==> config.mk <==
export PLATFORM = sky130hd
export DESIGN_NAME = frame_ram_arbiter
export DESIGN_NICKNAME = d
export VERILOG_FILES = /design/src/rtl/frame_ram_pkg.sv /design/src/rtl/frame_arb_rr.sv /design/src/rtl/frame_ram_arbiter.sv
export SDC_FILE = /design/constraint.sdc
export NUM_CORES = 1
export LEC_CHECK = 0
export BUFFER_PORTS_ARGS = -buffer_cell sky130_fd_sc_hd__buf_4
export CORE_MARGIN = 2
export CORE_UTILIZATION = 25
export DETAILED_ROUTE_END_ITERATION = 8
export GPL_TIMING_DRIVEN = 0
export HOLD_SLACK_MARGIN = 0.08
export SYNTH_ARGS = -nofsm -noshare
export SYNTH_HDL_FRONTEND = slang
export SYNTH_SLANG_ARGS = --single-unit
==> constraint.sdc <==
create_clock -name clk -period 2.55 [get_ports clk]
set_clock_uncertainty 0.2 [all_clocks]
set_input_delay 0.3825 -clock clk [delete_from_list [all_inputs] [get_ports clk]]
set_output_delay 0.3825 -clock clk [all_outputs]
set_load 0.05 [all_outputs]
==> src/rtl/frame_ram_pkg.sv <==
// Shared defaults, FSM encoding and requester IDs for the frame RAM arbiter.
package frame_ram_pkg;

  localparam int unsigned DefaultDepth = 10000;
  localparam int unsigned DefaultAw    = 16;
  localparam int unsigned DefaultDw    = 24;

  typedef enum logic [1:0] {
    StIdle    = 2'd0,
    StSetup   = 2'd1,
    StStrobe  = 2'd2,
    StCapture = 2'd3
  } arb_state_e;

  localparam logic IdCam = 1'b0;
  localparam logic IdCpu = 1'b1;

endpackage

==> src/rtl/frame_arb_rr.sv <==
// Two-way round-robin pick: on a conflict the requester not granted last wins.
module frame_arb_rr
  import frame_ram_pkg::*;
(
  input  logic cam_req_i,
  input  logic cpu_req_i,
  input  logic last_grant_i,
  output logic grant_o
);

  always_comb begin
    grant_o = IdCam;
    if (cam_req_i && cpu_req_i) begin
      grant_o = ~last_grant_i;
    end else if (cpu_req_i) begin
      grant_o = IdCpu;
    end
  end

endmodule

==> src/rtl/frame_ram_arbiter.sv <==
// Shares one frame RAM between camera writes and CPU reads/writes, one access per 4 cycles.
// Define FRAME_ARB_AUTOINC_EN to take the camera address from an internal wrapping pointer.
module frame_ram_arbiter
  import frame_ram_pkg::*;
#(
  parameter int unsigned DEPTH = DefaultDepth,
  parameter int unsigned AW    = DefaultAw,
  parameter int unsigned DW    = DefaultDw
) (
  input  logic          clk,
  input  logic          rst_n,
  input  logic          cam_req,
  input  logic [AW-1:0] cam_addr,
  input  logic [DW-1:0] cam_wdata,
  output logic          cam_ack,
  input  logic          cpu_req,
  input  logic          cpu_we,
  input  logic [AW-1:0] cpu_addr,
  input  logic [DW-1:0] cpu_wdata,
  output logic [DW-1:0] cpu_rdata,
  output logic          cpu_ack,
  output logic          cpu_err,
  output logic [AW-1:0] ram_address,
  output logic          ram_rd,
  output logic          ram_wr,
  output logic          ram_en,
  output logic [DW-1:0] ram_data_in,
  input  logic [DW-1:0] ram_data_out,
  output logic          busy,
  output logic          frame_done
);

  typedef logic [AW-1:0] addr_t;
  typedef logic [AW:0]   addr_ext_t;

  localparam addr_ext_t DepthExt = addr_ext_t'(DEPTH);

  arb_state_e     state_q, state_d;
  logic           grant_q, grant_d;
  logic           last_grant_q, last_grant_d;
  logic           err_q, err_d;
  logic           rr_grant;
  logic           fire;
  addr_t          sel_addr;
  logic           sel_err;
  addr_t          cam_addr_eff;
  addr_t          ram_address_q, ram_address_d;
  logic [DW-1:0]  ram_data_in_q, ram_data_in_d;
  logic           ram_rd_q, ram_rd_d;
  logic           ram_wr_q, ram_wr_d;
  logic           ram_en_q, ram_en_d;
  logic           cam_ack_q, cam_ack_d;
  logic           cpu_ack_q, cpu_ack_d;
  logic           cpu_err_q, cpu_err_d;
  logic [DW-1:0]  cpu_rdata_q, cpu_rdata_d;

  frame_arb_rr u_rr (
    .cam_req_i    (cam_req),
    .cpu_req_i    (cpu_req),
    .last_grant_i (last_grant_q),
    .grant_o      (rr_grant)
  );

  always_comb begin
    state_d       = state_q;
    grant_d       = grant_q;
    last_grant_d  = last_grant_q;
    err_d         = err_q;
    ram_address_d = ram_address_q;
    ram_data_in_d = ram_data_in_q;
    ram_rd_d      = ram_rd_q;
    ram_wr_d      = ram_wr_q;
    ram_en_d      = 1'b0;
    cpu_rdata_d   = cpu_rdata_q;
    fire          = 1'b0;
    sel_addr      = (rr_grant == IdCam) ? cam_addr_eff : cpu_addr;
    sel_err       = ({1'b0, sel_addr} >= DepthExt);

    unique case (state_q)
      StIdle: begin
        if (cam_req || cpu_req) begin
          state_d       = StSetup;
          grant_d       = rr_grant;
          last_grant_d  = rr_grant;
          err_d         = sel_err;
          ram_address_d = sel_addr;
          ram_data_in_d = (rr_grant == IdCam) ? cam_wdata : cpu_wdata;
          ram_wr_d      = !sel_err && ((rr_grant == IdCam) || cpu_we);
          ram_rd_d      = !sel_err && (rr_grant == IdCpu) && !cpu_we;
        end
      end
      StSetup: begin
        // Out-of-range accesses skip the strobe entirely.
        if (err_q) begin
          state_d = StCapture;
          fire    = 1'b1;
        end else begin
          state_d  = StStrobe;
          ram_en_d = 1'b1;
        end
      end
      StStrobe: begin
        state_d  = StCapture;
        ram_rd_d = 1'b0;
        ram_wr_d = 1'b0;
        fire     = 1'b1;
        if (ram_rd_q) begin
          cpu_rdata_d = ram_data_out;
        end
      end
      StCapture: begin
        state_d = StIdle;
      end
      default: begin
        state_d = StIdle;
      end
    endcase

    cam_ack_d = fire && (grant_q == IdCam);
    cpu_ack_d = fire && (grant_q == IdCpu);
    cpu_err_d = cpu_ack_d && err_q;
  end

  always_ff @(posedge clk) begin
    if (!rst_n) begin
      state_q       <= StIdle;
      grant_q       <= IdCam;
      // Last grant starts at cpu so the first conflict goes to cam.
      last_grant_q  <= IdCpu;
      err_q         <= 1'b0;
      ram_address_q <= '0;
      ram_data_in_q <= '0;
      ram_rd_q      <= 1'b0;
      ram_wr_q      <= 1'b0;
      ram_en_q      <= 1'b0;
      cam_ack_q     <= 1'b0;
      cpu_ack_q     <= 1'b0;
      cpu_err_q     <= 1'b0;
      cpu_rdata_q   <= '0;
    end else begin
      state_q       <= state_d;
      grant_q       <= grant_d;
      last_grant_q  <= last_grant_d;
      err_q         <= err_d;
      ram_address_q <= ram_address_d;
      ram_data_in_q <= ram_data_in_d;
      ram_rd_q      <= ram_rd_d;
      ram_wr_q      <= ram_wr_d;
      ram_en_q      <= ram_en_d;
      cam_ack_q     <= cam_ack_d;
      cpu_ack_q     <= cpu_ack_d;
      cpu_err_q     <= cpu_err_d;
      cpu_rdata_q   <= cpu_rdata_d;
    end
  end

`ifdef FRAME_ARB_AUTOINC_EN
  localparam addr_t LastAddr = addr_t'(DEPTH - 1);

  addr_t cam_ptr_q;
  logic  frame_done_q;
  logic  unused_cam_addr;

  // Pointer advances after the ack cycle so it still names the acked address.
  always_ff @(posedge clk) begin
    if (!rst_n) begin
      cam_ptr_q    <= '0;
      frame_done_q <= 1'b0;
    end else begin
      frame_done_q <= cam_ack_d && (cam_ptr_q == LastAddr);
      if (cam_ack_q) begin
        cam_ptr_q <= (cam_ptr_q == LastAddr) ? '0 : cam_ptr_q + 1'b1;
      end
    end
  end

  assign cam_addr_eff    = cam_ptr_q;
  assign frame_done      = frame_done_q;
  assign unused_cam_addr = ^cam_addr;
`else
  assign cam_addr_eff = cam_addr;
  assign frame_done   = 1'b0;
`endif

  assign ram_address = ram_address_q;
  assign ram_data_in = ram_data_in_q;
  assign ram_rd      = ram_rd_q;
  assign ram_wr      = ram_wr_q;
  assign ram_en      = ram_en_q;
  assign cam_ack     = cam_ack_q;
  assign cpu_ack     = cpu_ack_q;
  assign cpu_err     = cpu_err_q;
  assign cpu_rdata   = cpu_rdata_q;
  assign busy        = (state_q != StIdle);

endmodule

# Word-level counts from Yosys, hierarchy flattened
# Index checks and enable logic that the tools add are counted.
# Widths: inputs -> output; s select.
dict set report classes {
  order_cmp 1
  eq_ne 4
  muxes 14
  n_reduce_logical 18
  bitwise 3
}
# op n
set ops {}
lappend ops {{$mux 24} 1}
lappend ops {{$ge 16x14->1 const B} 1}
lappend ops {{$mux 16} 1}
lappend ops {{$pmux 2 s4} 1}
lappend ops {{$reduce_and 2->1} 4}
lappend ops {{$logic_and 1x1->1} 7}
lappend ops {{$mux 1} 7}
lappend ops {{$pmux 1 s2} 3}
lappend ops {{$eq 2x2->1 const B} 2}
lappend ops {{$reduce_bool 2->1} 2}
lappend ops {{$not 1->1} 3}
lappend ops {{$eq 2x1->1 const B} 1}
lappend ops {{$logic_not 1->1} 2}
lappend ops {{$logic_not 2->1} 1}
lappend ops {{$logic_or 1x1->1} 2}
lappend ops {{$mux 2} 1}
lappend ops {{$ne 2x2->1 const B} 1}
dict set report totals {
  inputBits 109
  regBits 75
}

# Longest topological paths before layout
# Gate-level depths: netlist (run 1).
dict set report logic_depth {
  depth_word 9
  ltp_mapped 8
  mapped_depth_nobuf 6
}

# Cells and area by module
# From an unflattened synthesis (run 1), not the netlist that was laid out.
dict set report unflattened {
  cells_unflattened 349
  area_unflattened_um2 3311.9
}
# mod area_per_inst_um2 cells_each n_inst
set by_module_without_submodules {}
lappend by_module_without_submodules {frame_ram_arbiter 3300.7 348 1}
lappend by_module_without_submodules {frame_arb_rr 11.3 1 1}

# Worst setup path after synthesis (run 1)
# No wires, ideal clock.
dict set report synth_timing {
  path_kind {register -> register}
  start {register state_q[0]}
  end {register ram_address_q[0] (netlist: ram_address[0])}
  setup_slack_ns 0.433
  setup_time_ns 0.091
  path_stages_with_launch 9
  t_required_ns 2.259
  t_arrival_ns 1.826
  path_cell_list {dfxtp_1 -> inv_1 -> ha_1 -> buf_2 -> inv_1 -> nor2_1 -> clkbuf_1 -> nor2_1 -> a311oi_1}
}
dict set report synth_between {
  elab_chain_cells 2
}
# item line
set synth_lines {}
lappend synth_lines {{start, declared} frame_ram_arbiter.sv:38} ;# arb_state_e state_q, state_d;
lappend synth_lines {{start signal, assigned} frame_ram_arbiter.sv:126} ;# state_q <= StIdle;
lappend synth_lines {{start signal, assigned} frame_ram_arbiter.sv:141} ;# state_q <= state_d;
lappend synth_lines {{$logic_not 2->1} frame_ram_arbiter.sv:79} ;# unique case (state_q)
lappend synth_lines {{$reduce_and 2->1 (no source line)} n/a}
lappend synth_lines {{end signal, assigned} frame_ram_arbiter.sv:145} ;# ram_address_q <= ram_address_d;
lappend synth_lines {{end, declared} frame_ram_arbiter.sv:47} ;# addr_t ram_address_q, ram_address_d;
# Every way passes these cells.
# A chain may end at the register's enable or synchronous reset.

# Worst setup path in the final report (run 1)
dict set report layout_timing {
  start {register state_q[0]}
  end {register ram_address_q[4] (netlist: ram_address[4])}
}
# The elaborated chain is that of the path after synthesis.

==> results.md, run 1 <==
* Max Fanout on Critical Path at 10
* Number of vias per cell at 4.51
* Die Y at 115 um
* Insertion delay to the later sink of the worst-skew pair at 330 ps
* Synth Cell Area at 3110 um2
* Gr usage total at 0.148
* Period utilization at 0.890
* EDFF count, synth at 0
* Seq/Total Area, Yosys at 0.483
* Fmax at 441 MHz
* Synth area leader: dfxtp_1
* Die area at 13300 um2
* Hold depth at 3
* Clock Sink Count at 75
* Synth area leaders: dfxtp_1 (48%), nand2_1 (16%), a311oi_1 (11%)
* Initial antenna violation count at 0
* Top-area cell type share of the netlist area at 0.483
* IO buf count at 177
* PD cells at 1110 nW/um2
* Maxcap violations at 0
* Routed Wire Length at 10.3 mm
* Crit end category: register
* Number of synthesized register bits at 75
* Gr ovfl total at 0
* Clock buffers created by TritonCTS at 9
* R2R Setup Slk at 280 ps
* Tmin final at 2270 ps
* Critical setup path kind: register to register
* Startpoint of the worst hold path: ram_data_out[21]
* Nets at 697
* Share of layout cells above drive strength 1 at 0.344
* Worst reg2reg startpoint: state_q[0]
* Least-Margin Pin Slew at 580 ps
* Initial core utilization at 0.258
* Outcome: finished, final reports clean
* Hold Fails Final Rpt at 0
* Row Count at 40
* Net Count, Synth at 509
* Placed Area at 4650 um2
* Commonest non-fill, non-tap cell in the layout: buf_4
* Final ANT Viol Nets at 0
* Hold crit path type: primary input to register
* WL/cell at 13.6 um
* Leak at 2.19 nW
* Final core utilization at 0.410
* Worst Hold End: cpu_rdata[21]
* Clock Tree Root: clkbuf_16
* VDD IR max at 0.490 mV
* Max Root-Sink Buffers at 2
* Slew headroom at 0.613
* Area Growth Syn to Fin at 59.2%
* H-tree depth at 3
* Number of global-route vias before repair at 3251
* Req. time, crit path at 2590 ps
* Die width at 115 um
* Setup Buffers After CTS at 0
* Post-synth top flop: dfxtp_1
* Largest net degree at the start of global routing at 13
* Reg2Reg Depth at 8
* Clock edge transition at the registers on the reported setup and hold paths at 60 ps
* RR Endpoint: ram_address[4]
* N_diodes at 0
* Unrepaired setup endpoints after global routing: no
* # DRC at 0
* Cells after Synth at 397
* Share of flip-flops with an asynchronous set or reset at 0
* TritonRoute pass-1 iters at 4
* Commonest non-fill, non-tap cells in the layout: buf_4 (178), nand2_1 (131), dfxtp_1 (75), nor2_1 (47), a311oi_1 (39)
* Hpwl dp at 8.02 mm
* Worst hold margin at 102 ps
* Worst Setup Start Kind: register
* Fin. max-slew vios at 0
* Initial DRC Count at 188
* First-pass GRT wire length at 15.5 mm
* DR vias at 3420
* Hold-fix buffers, CTS at 0
* Worst path arrival time at 2310 ps
* Setup Viol. Count Final at 0
* Post-Syn Area per Cell at 7.83 um2
* Yosys warns at 0
* Ports at 181
* Final Wtd Congestion at 0.816
* Post-route cell area at 4950 um2
* CTS tree: yes
* Unique masters post-synth at 37
* Core area at 12100 um2
-- power by group --
part | switching (W) | internal, W
registers | 0.000168 | 0.00147
logic | 0.00177 | 0.000814
clock network | 0.000486 | 0.000784
total | 0.00242 | 0.00307
-- cell type report --
class                      instances  area (um2)
buffer                            33         141
sequential                        75        1500
clock buffer                      12         246
tap                              168         210
multi-input combinational        284        1450
timing repair buffer             177        1330
inverter                           5        18.8
clock inverter                     4        50.0
fill                            1247        7120
-- what timing repair did --
item                                   in CTS  in global routing
setup endpoints to repair                   5                  1
cloned                                      0                  0
gates resized for setup                     1                  2
pin swaps                                   0                  0
endpoints found under the hold margin       0                  0
-- critical path, cell delays in order (launching register included) --
cell      delay, ps
dfxtp_1         330
inv_1            90
ha_1            140
buf_2           190
inv_1           110
nor2_2          400
clkbuf_1        390
nor2_1           90
a311oi_1        240
-- cell families (layout without fill, tap and decap cells) --
kind of cell	Yosys count	after routing	synth area share
AOI/OAI and AO/OA	81	81	0.193
DFF	75	75	0.483
muxes	1	1	0.00322
adders and majority gates	3	3	0.0121
buffers and inverters	38	231	0.0511
other	1	1	0.00121
and+or+nand+nor	198	198	0.256
-- metrics by stage --
stage / instances / setup TNS (ps) / setup slack [ps] / power, W
floorplan: 397 / 0 / 433 / 0.00340
global placement: 742 / 0 / 27.4 / 0.00424
detailed placement: 742 / -58.0 / -31.8 / 0.00426
CTS: 758 / 0 / 183 / 0.00556
global route: 758 / 0 / 24.1 / 0.00581
finish: 758 / 0 / 281 / 0.00549
-- routing by layer --
layer	track usage	part of all wire
met5	0	0
met1	0.181	0.43
met3	0.0397	0.086
met2	0.248	0.47
met4	0.0578	0.015
-- how the worst max path moves through the flow --
stage                     startpoint              end  slack (ps)  cells past startpoint
after floorplan           state_q[0]   ram_address[0]         430                      8
after global placement    state_q[0]  ram_data_in[15]          30                      8
after detailed placement  state_q[0]  ram_data_in[15]         -30                      8
after CTS                 state_q[0]  ram_data_in[15]         180                      8
after global routing      state_q[1]   ram_address[4]          20                      8
final                     state_q[0]   ram_address[4]         280                      8
-- synthesized netlist by cell type (2+ instances only) --
master and count:
nor4_1 2, clkbuf_1 26, dfxtp_1 75, and2_1 2, nand2_1 131, buf_2 4, and3_1 3, nand2b_1 2
o41ai_1 2, inv_1 5, a21oi_1 27, nand4_1 2, o21a_1 2, nor2b_1 2, a311oi_1 39, ha_1 3
o21ai_0 3, nor2_1 48
-- registers in the layout (all words and copies together), names as in the netlist --
register / flops
cpu_rdata: 24
ram_data_in: 24
ram_address: 16
state_q: 2
cam_ack: 1
cpu_ack: 1
cpu_err: 1
err_q: 1
grant_q: 1
last_grant_q: 1
ram_en: 1
ram_rd: 1
ram_wr: 1
No activity file was read; power rests on OpenSTA's default activity.
==> run 2: changes to the inputs <==
--- a/config.mk
+++ b/config.mk
@@ -5,6 +5,7 @@
 export SDC_FILE = /design/constraint.sdc
 export NUM_CORES = 1
 export LEC_CHECK = 0
+export ABC_AREA = 1
 export BUFFER_PORTS_ARGS = -buffer_cell sky130_fd_sc_hd__buf_4
 export CORE_MARGIN = 2
 export CORE_UTILIZATION = 25
==> run 2 against run 1 <==
  * Die area down 2.1%
  * Flip-flop and latch count unchanged
  * Maximum frequency up 16%
  * Power down 7.2%
  * Clock power down 13%
  * Utilization down 0.80 points
  * Routed wire length down 2.7%
  * Synthesized area down 2.2%
  * Global-route usage up 0.69 points
  * Critical path type unchanged
  * Critical endpoint is now ram_address[10]
  * Largest cell class unchanged
  * Highest routed layer unchanged
==> results.md, run 2 <==
* Hold-fix buffers, CTS at 0 (unchanged)
* Unrepaired setup endpoints after global routing: no (unchanged)
* Core area at 12000 um2 (was 12100 um2)
* Layer with the highest usage: met2 (unchanged)
* VDD IR max at 0.497 mV (was 0.490 mV)
* Fmax at 513 MHz (was 441 MHz)
* Post-synth top flop: dfxtp_1 (unchanged)
* Die Y at 114 um (was 115 um)
* Most common library cells after synthesis: nand2_1 (89), dfxtp_1 (75), o21ai_0 (65) (was nand2_1 (131), dfxtp_1 (75), nor2_1 (48))
* PD cells at 1060 nW/um2 (was 1110 nW/um2)
* Initial antenna violation count at 0 (unchanged)
* Clock edge transition at the registers on the reported setup and hold paths at 60 ps (about the same)
* N_diodes at 0 (unchanged)
* Post-CTS sizing at 0 (was 1)
* Unique masters post-synth at 24 (was 37)
* WL/cell at 13.4 um (was 13.6 um)
* Fill count at 1243 (was 1247)
* Row Count at 40 (unchanged)
* Worst path bufs/invs at 3 (was 4)
* Req. time, crit path at 2540 ps (was 2590 ps)
* Main combinational cell family by area after synthesis: compound AO/OA/AOI/OAI gates (was simple AND/OR/NAND/NOR gates)
* Clock buffers created by TritonCTS at 9 (unchanged)
* Setup Buffers After CTS at 0 (unchanged)
* Leak at 2.24 nW (was 2.19 nW)
* Gr ovfl total at 0 (unchanged)
* Hold crit path type: primary input to register (unchanged)
* Adder-cell share of the synthesized area at 0.0124 (was 0.0121)
* Fin. max-slew vios at 0 (unchanged)
* Synth Area in Compound Gates at 0.216 (was 0.193)
* IO buf count at 178 (was 177)
* Initial core utilization at 0.254 (was 0.258)
* Synth area leader: dfxtp_1 (unchanged)
* Die width at 114 um (was 115 um)
* Grt met3 use at 0.0397 (about the same)
* Die area at 13100 um2 (was 13300 um2)
* Largest net degree at the start of global routing at 12 (was 13)
* Hpwl dp at 7.77 mm (was 8.02 mm)
* Top-area cell type share of the netlist area at 0.494 (was 0.483)
* Simple-gate portion of the synthesized area at 0.213 (was 0.256)
* Tmin final at 1950 ps (was 2270 ps)
* Number of global-route vias before repair at 3433 (was 3251)
* Post-route cell area at 4810 um2 (was 4950 um2)
* H-tree depth at 3 (unchanged)
* First-pass GRT wire length at 16.0 mm (was 15.5 mm)
* Ports at 181 (unchanged)
* Sequential cell area at 1500 um2 (unchanged)
* Area Growth Syn to Fin at 58.3% (was 59.2%)
* Yosys warns at 0 (unchanged)
* Routed Wire Length at 10.0 mm (was 10.3 mm)
* Share of layout cells above drive strength 1 at 0.341 (was 0.344)
* Cell family with most CP delay: compound AO/OA/AOI/OAI gates (was buffers and inverters)
* Net Count, Synth at 518 (was 509)
* CP max stage cell: dfxtp_1 (was nor2_2)
* Top-count cell post-synth: nand2_1 (unchanged)
* Cells after Synth at 406 (was 397)
* Clock Tree Root: clkbuf_16 (unchanged)
* Crit-path cells: inv_1, ha_1, o21ai_1, inv_2, clkbuf_1, o21ai_0, a31oi_1 (was inv_1, ha_1, buf_2, inv_1, nor2_2, clkbuf_1, nor2_1, a311oi_1)
* Number of vias per cell at 4.66 (was 4.51)
* Number of synthesized register bits at 75 (unchanged)
* EDFF count, synth at 0 (unchanged)
* Final ANT Viol Nets at 0 (unchanged)
* Hold Fails Final Rpt at 0 (unchanged)
* Worst path arrival time at 1940 ps (was 2310 ps)
* CTS tree: yes (unchanged)
* Placed Area at 4560 um2 (was 4650 um2)
* Max Root-Sink Buffers at 2 (unchanged)
* Seq/Total Area, Yosys at 0.494 (was 0.483)
* Commonest non-fill, non-tap cell in the layout: buf_4 (unchanged)
* Initial DRC Count at 188 (unchanged)
* Nets at 707 (was 697)
* # DRC at 0 (unchanged)
* Synth Cell Area at 3040 um2 (was 3110 um2)
* Met1 Use GR at 0.195 (was 0.181)
* Outcome: finished, final reports clean (unchanged)
* Setup Total Neg Slack at 0 ps (unchanged)
* Crit end category: register (unchanged)
* Multi-input logic area at 1340 um2 (was 1450 um2)
* Post-Syn Area per Cell at 7.49 um2 (was 7.83 um2)
* Period utilization at 0.765 (was 0.890)
* Worst Setup Start Kind: register (unchanged)
* Critical setup path kind: register to register (unchanged)
* Max Fanout on Critical Path at 10 (unchanged)
* DR vias at 3473 (was 3420)
* TritonRoute pass-1 iters at 4 (unchanged)
* Maxcap violations at 0 (unchanged)
* Insertion delay to the later sink of the worst-skew pair at 320 ps (was 330 ps)
* Final Wtd Congestion at 0.772 (was 0.816)
* Xor and xnor area share after synthesis at 0 (unchanged)
* Share of synthesized area spent on multiplexers at 0 (was 0.00322)
* Clock Sink Count at 75 (unchanged)
* Synth area leaders: dfxtp_1 (49%), nand2_1 (11%), o21ai_0 (11%) (was dfxtp_1 (48%), nand2_1 (16%), a311oi_1 (11%))
* Setup Viol. Count Final at 0 (unchanged)
* Grt met2 use at 0.258 (was 0.248)
* Share of flip-flops with an asynchronous set or reset at 0 (unchanged)
* Gr usage total at 0.155 (was 0.148)
* Commonest non-fill, non-tap cells in the layout: buf_4 (181), nand2_1 (89), dfxtp_1 (75), o21ai_0 (65), nor2_1 (55) (was buf_4 (178), nand2_1 (131), dfxtp_1 (75), nor2_1 (47), a311oi_1 (39))
* Slowest Stage Delay on Critical Path at 330 ps (was 400 ps)
==> run 2: final cells by class <==
type                    instances  area share
clock inverters                 3     0.00364
clock buffers                  11      0.0484
flip-flops and latches         75       0.312
well taps                     147      0.0382
inverters                      15      0.0117
multi-input cells             287       0.279
plain buffers                  29      0.0286
repair buffers                178       0.278
==> run 2: worst register-to-register path, stage by stage (launching register included) <==
cell and delay (ps):
dfxtp_1 330, inv_1 80, ha_1 230, o21ai_1 250, inv_2 190, clkbuf_1 250, o21ai_0 220, a31oi_1 60
==> run 2: final timing paths <==
| kind | start | endpoint | slack (ps) | depth (start not counted) |
|---|---|---|---|---|
| max | state_q[0] | ram_address[10] | 600 | 7 |
| min | ram_data_out[6] | cpu_rdata[6] | 120 | 3 |
| max reg2reg | state_q[0] | ram_address[10] | 600 | 7 |
| min reg2reg | err_q | ram_en | 250 | 1 |
==> run 2: where the power goes <==
part	switching, W	internal (W)	total (W)
clock	0.000465	0.000645	0.00111
combinational	0.00167	0.000711	0.00238
sequential	0.000147	0.00146	0.00161
total	0.00228	0.00282	0.00510
==> run 2: routing by layer <==
layer | up-vias | routed length, um
met2 | 154 | 4470
met5 | - | 0
li1 | 1740 | -
met4 | 0 | 121
met3 | 8 | 825
met1 | 1571 | 4580
==> run 2: kinds of logic (layout without fill, tap and decap cells) <==
logic type,count (synthesis),count (layout)
AO/OA/AOI/OAI,119,119
adder cells (fa/ha/maj),3,3
buffers and inverters,44,236
flip-flops,75,75
other,1,1
AND/OR/NAND/NOR,164,164
==> run 2: per-stage QoR <==
stage                util  power [W]  worst slack [ps]  hold slack (ps)  instances
floorplan               -    0.00321               845              211        406
global placement    0.381    0.00401               570              227        731
detailed placement  0.381    0.00403               563              237        731
CTS                 0.402    0.00515               549              106        745
global route        0.402    0.00540               331              116        745
finish              0.402    0.00510               600              115        745
==> run 3: changes to the inputs <==
--- a/config.mk
+++ b/config.mk
@@ -5,7 +5,7 @@
 export SDC_FILE = /design/constraint.sdc
 export NUM_CORES = 1
 export LEC_CHECK = 0
-export ABC_AREA = 1
+export ABC_AREA = 0
 export BUFFER_PORTS_ARGS = -buffer_cell sky130_fd_sc_hd__buf_4
 export CORE_MARGIN = 2
 export CORE_UTILIZATION = 25
==> constraint.sdc (replaced) <==
create_clock -name clk -period 1.9 [get_ports clk]
set_clock_uncertainty 0.2 [all_clocks]
set_input_delay 0.285 -clock clk [delete_from_list [all_inputs] [get_ports clk]]
set_output_delay 0.285 -clock clk [all_outputs]
set_load 0.05 [all_outputs]
==> run 3 against run 2 <==
  * Sequential power grew 38%
  * Hold slack lost 15 ps
  * Cell count grew 16%
  * Clock power grew 59%
  * Flip-flop and latch count is the same
  * Combinational power grew 66%
  * Critical path depth shrank 1
  * Non-clock buffer count grew 107
  * Die area grew 2.1%
  * Routed wire length grew 25%
  * Largest cell class is now buffers
  * Largest power group unchanged
==> results.md, run 3 (synthesis gave the netlist of run 1 again) <==
* Max Root-Sink Buffers at 2 (unchanged)
* Max Fanout on Critical Path at 2 (was 10)
* Nets at 801 (was 707)
* Worst Setup Start Kind: primary input (was register)
* DR vias at 3942 (was 3473)
* Outcome: finished, final reports clean (unchanged)
* Critical setup path kind: primary input to register (was register to register)
* Clock Sink Count at 75 (unchanged)
* Final Wtd Congestion at 0.822 (was 0.772)
* Number of vias per cell at 4.57 (was 4.66)
* Clock Tree Root: clkbuf_16 (unchanged)
* Layer with the highest usage: met2 (unchanged)
* Gr usage total at 0.180 (was 0.155)
* Final core utilization at 0.508 (was 0.402)
* Initial antenna violation count at 0 (unchanged)
* Fill count at 1112 (was 1243)
* Row Count at 40 (unchanged)
* Req. time, crit path at 1930 ps (was 2540 ps)
* Insertion delay to the later sink of the worst-skew pair at 330 ps (was 320 ps)
* Tmin final at 1840 ps
* Period utilization at 0.968
* Routed Wire Length at 12.5 mm (was 10.0 mm)
* Worst path arrival time at 1870 ps (was 1940 ps)
* Fmax at 544 MHz
* Ports at 181 (unchanged)
* Hold Fails Final Rpt at 0 (unchanged)
* Final cell count without fillers at 863 (was 745)
* DP Cell Count at 742 (was 731)
* Met1 Use GR at 0.206 (was 0.195)
* Grt met2 use at 0.317 (was 0.258)
* PD cells at 1290 nW/um2 (was 1060 nW/um2)
* First-pass GRT wire length at 18.9 mm (was 16.0 mm)
* Core area at 12100 um2 (was 12000 um2)
* Leak at 2.71 nW (was 2.24 nW)
* Final ANT Viol Nets at 0 (unchanged)
* Initial core utilization at 0.258 (was 0.254)
* Maxcap violations at 0 (unchanged)
* Least-Margin Pin Slew at 681 ps
* Gr ovfl total at 0 (unchanged)
* Slew headroom at 0.546
* VDD IR max at 0.663 mV (was 0.497 mV)
* IO buf count at 177 (was 178)
* H-tree depth at 3 (unchanged)
* Clock edge transition at the registers on the reported setup and hold paths at 60 ps (about the same)
* Commonest non-fill, non-tap cell in the layout: buf_4 (unchanged)
* # DRC at 0 (unchanged)
* Unrepaired setup endpoints after global routing: yes (was no)
* Commonest non-fill, non-tap cells in the layout: buf_4 (179), nand2_1 (131), dlygate4sd3_1 (104), dfxtp_1 (73), nor2_1 (47) (was buf_4 (181), nand2_1 (89), dfxtp_1 (75), o21ai_0 (65), nor2_1 (55))
* Initial DRC Count at 232 (was 188)
* Hpwl dp at 8.18 mm (was 7.77 mm)
* TritonRoute pass-1 iters at 6 (was 4)
* WL/cell at 14.4 um (was 13.4 um)
* Share of layout cells above drive strength 1 at 0.331 (was 0.341)
* Fin. max-slew vios at 0 (unchanged)
* Largest net degree at the start of global routing at 15 (was 12)
* Die area at 13300 um2 (was 13100 um2)
* CTS tree: yes (unchanged)
* Die width at 115 um (was 114 um)
* Die Y at 115 um (was 114 um)
* Area Growth Syn to Fin at 97.2% (was 58.3%)
* Number of global-route vias before repair at 3910 (was 3433)
* Clock buffers created by TritonCTS at 9 (unchanged)
* Crit end category: register (unchanged)
* Hold crit path type: primary input to register (unchanged)
* Grt met3 use at 0.0465 (was 0.0397)
* Setup Viol. Count Final at 0 (unchanged)
run 3: final timing paths:
kind                       from       endpoint  slack (ps)  cells past startpoint
hold reg to reg   cpu_rdata[16]  cpu_rdata[16]         260                      2
hold / removal          cpu_req   last_grant_q         100                      3
setup / recovery    cpu_addr[6]         ram_wr          60                      6
setup reg to reg   last_grant_q          err_q         110                      5
run 3: layer usage:
metal / wire (um) / up-vias
met5: 0 / -
met4: 322 / 0
met1: 5170 / 1775
met2: 6050 / 192
met3: 912 / 33
li1: - / 1942
run 3: through the flow:
step | setup WS [ps] | hold WS [ps] | setup TNS, ps | power (W) | instance area, um2
2_1_floorplan | -34.5 | 221 | -297 | 0.00459 | 3120
3_3_place_gp | -192 | 241 | -6040 | 0.00571 | 4660
3_5_place_dp | -250 | 243 | -9210 | 0.00575 | 4660
4_1_cts | -18.9 | 80.6 | -65.4 | 0.00783 | 6040
5_1_grt | -17.4 | 97.4 | -23.9 | 0.00834 | 6120
6_report | 60.2 | 100 | 0 | 0.00793 | 6130
run 3: worst max-delay path, stage by stage:
cell and delay (ps):
dlygate4sd3_1 540, buf_4 150, nor4_2 320, or4_4 190, o31ai_2 70, o41ai_1 330
run 3: what timing repair did:
| action | 4_1_cts | 5_1_grt |
|---|---|---|
| gates resized for setup | 11 | 42 |
| hold buffers | 104 | 0 |
| pin swaps | 1 | 5 |
| hold endpoints to repair | 66 | 0 |
| endpoints found under the setup margin | 53 | 63 |
| gates cloned | 0 | 0 |
| setup buffers | 1 | 0 |
run 3: power by group:
group	leakage, nW	switching, W	total (W)	internal [W]
combinational	1.95	0.00252	0.00394	0.00142
clock	0.146	0.000709	0.00177	0.00106
sequential	0.616	0.000240	0.00222	0.00198
run 3: cell type report:
type / instances / area, um2 / area share
inverter: 5 / 21.3 / 0.00347
clock buffer: 10 / 239 / 0.0390
timing repair buffer: 282 / 2400 / 0.391
clock inverter: 6 / 71.3 / 0.0116
tap: 168 / 210 / 0.0343
antenna: 1 / 2.50 / 0.000408
sequential: 75 / 1500 / 0.245
buffer: 32 / 183 / 0.0298
multi-input combinational: 284 / 1500 / 0.245
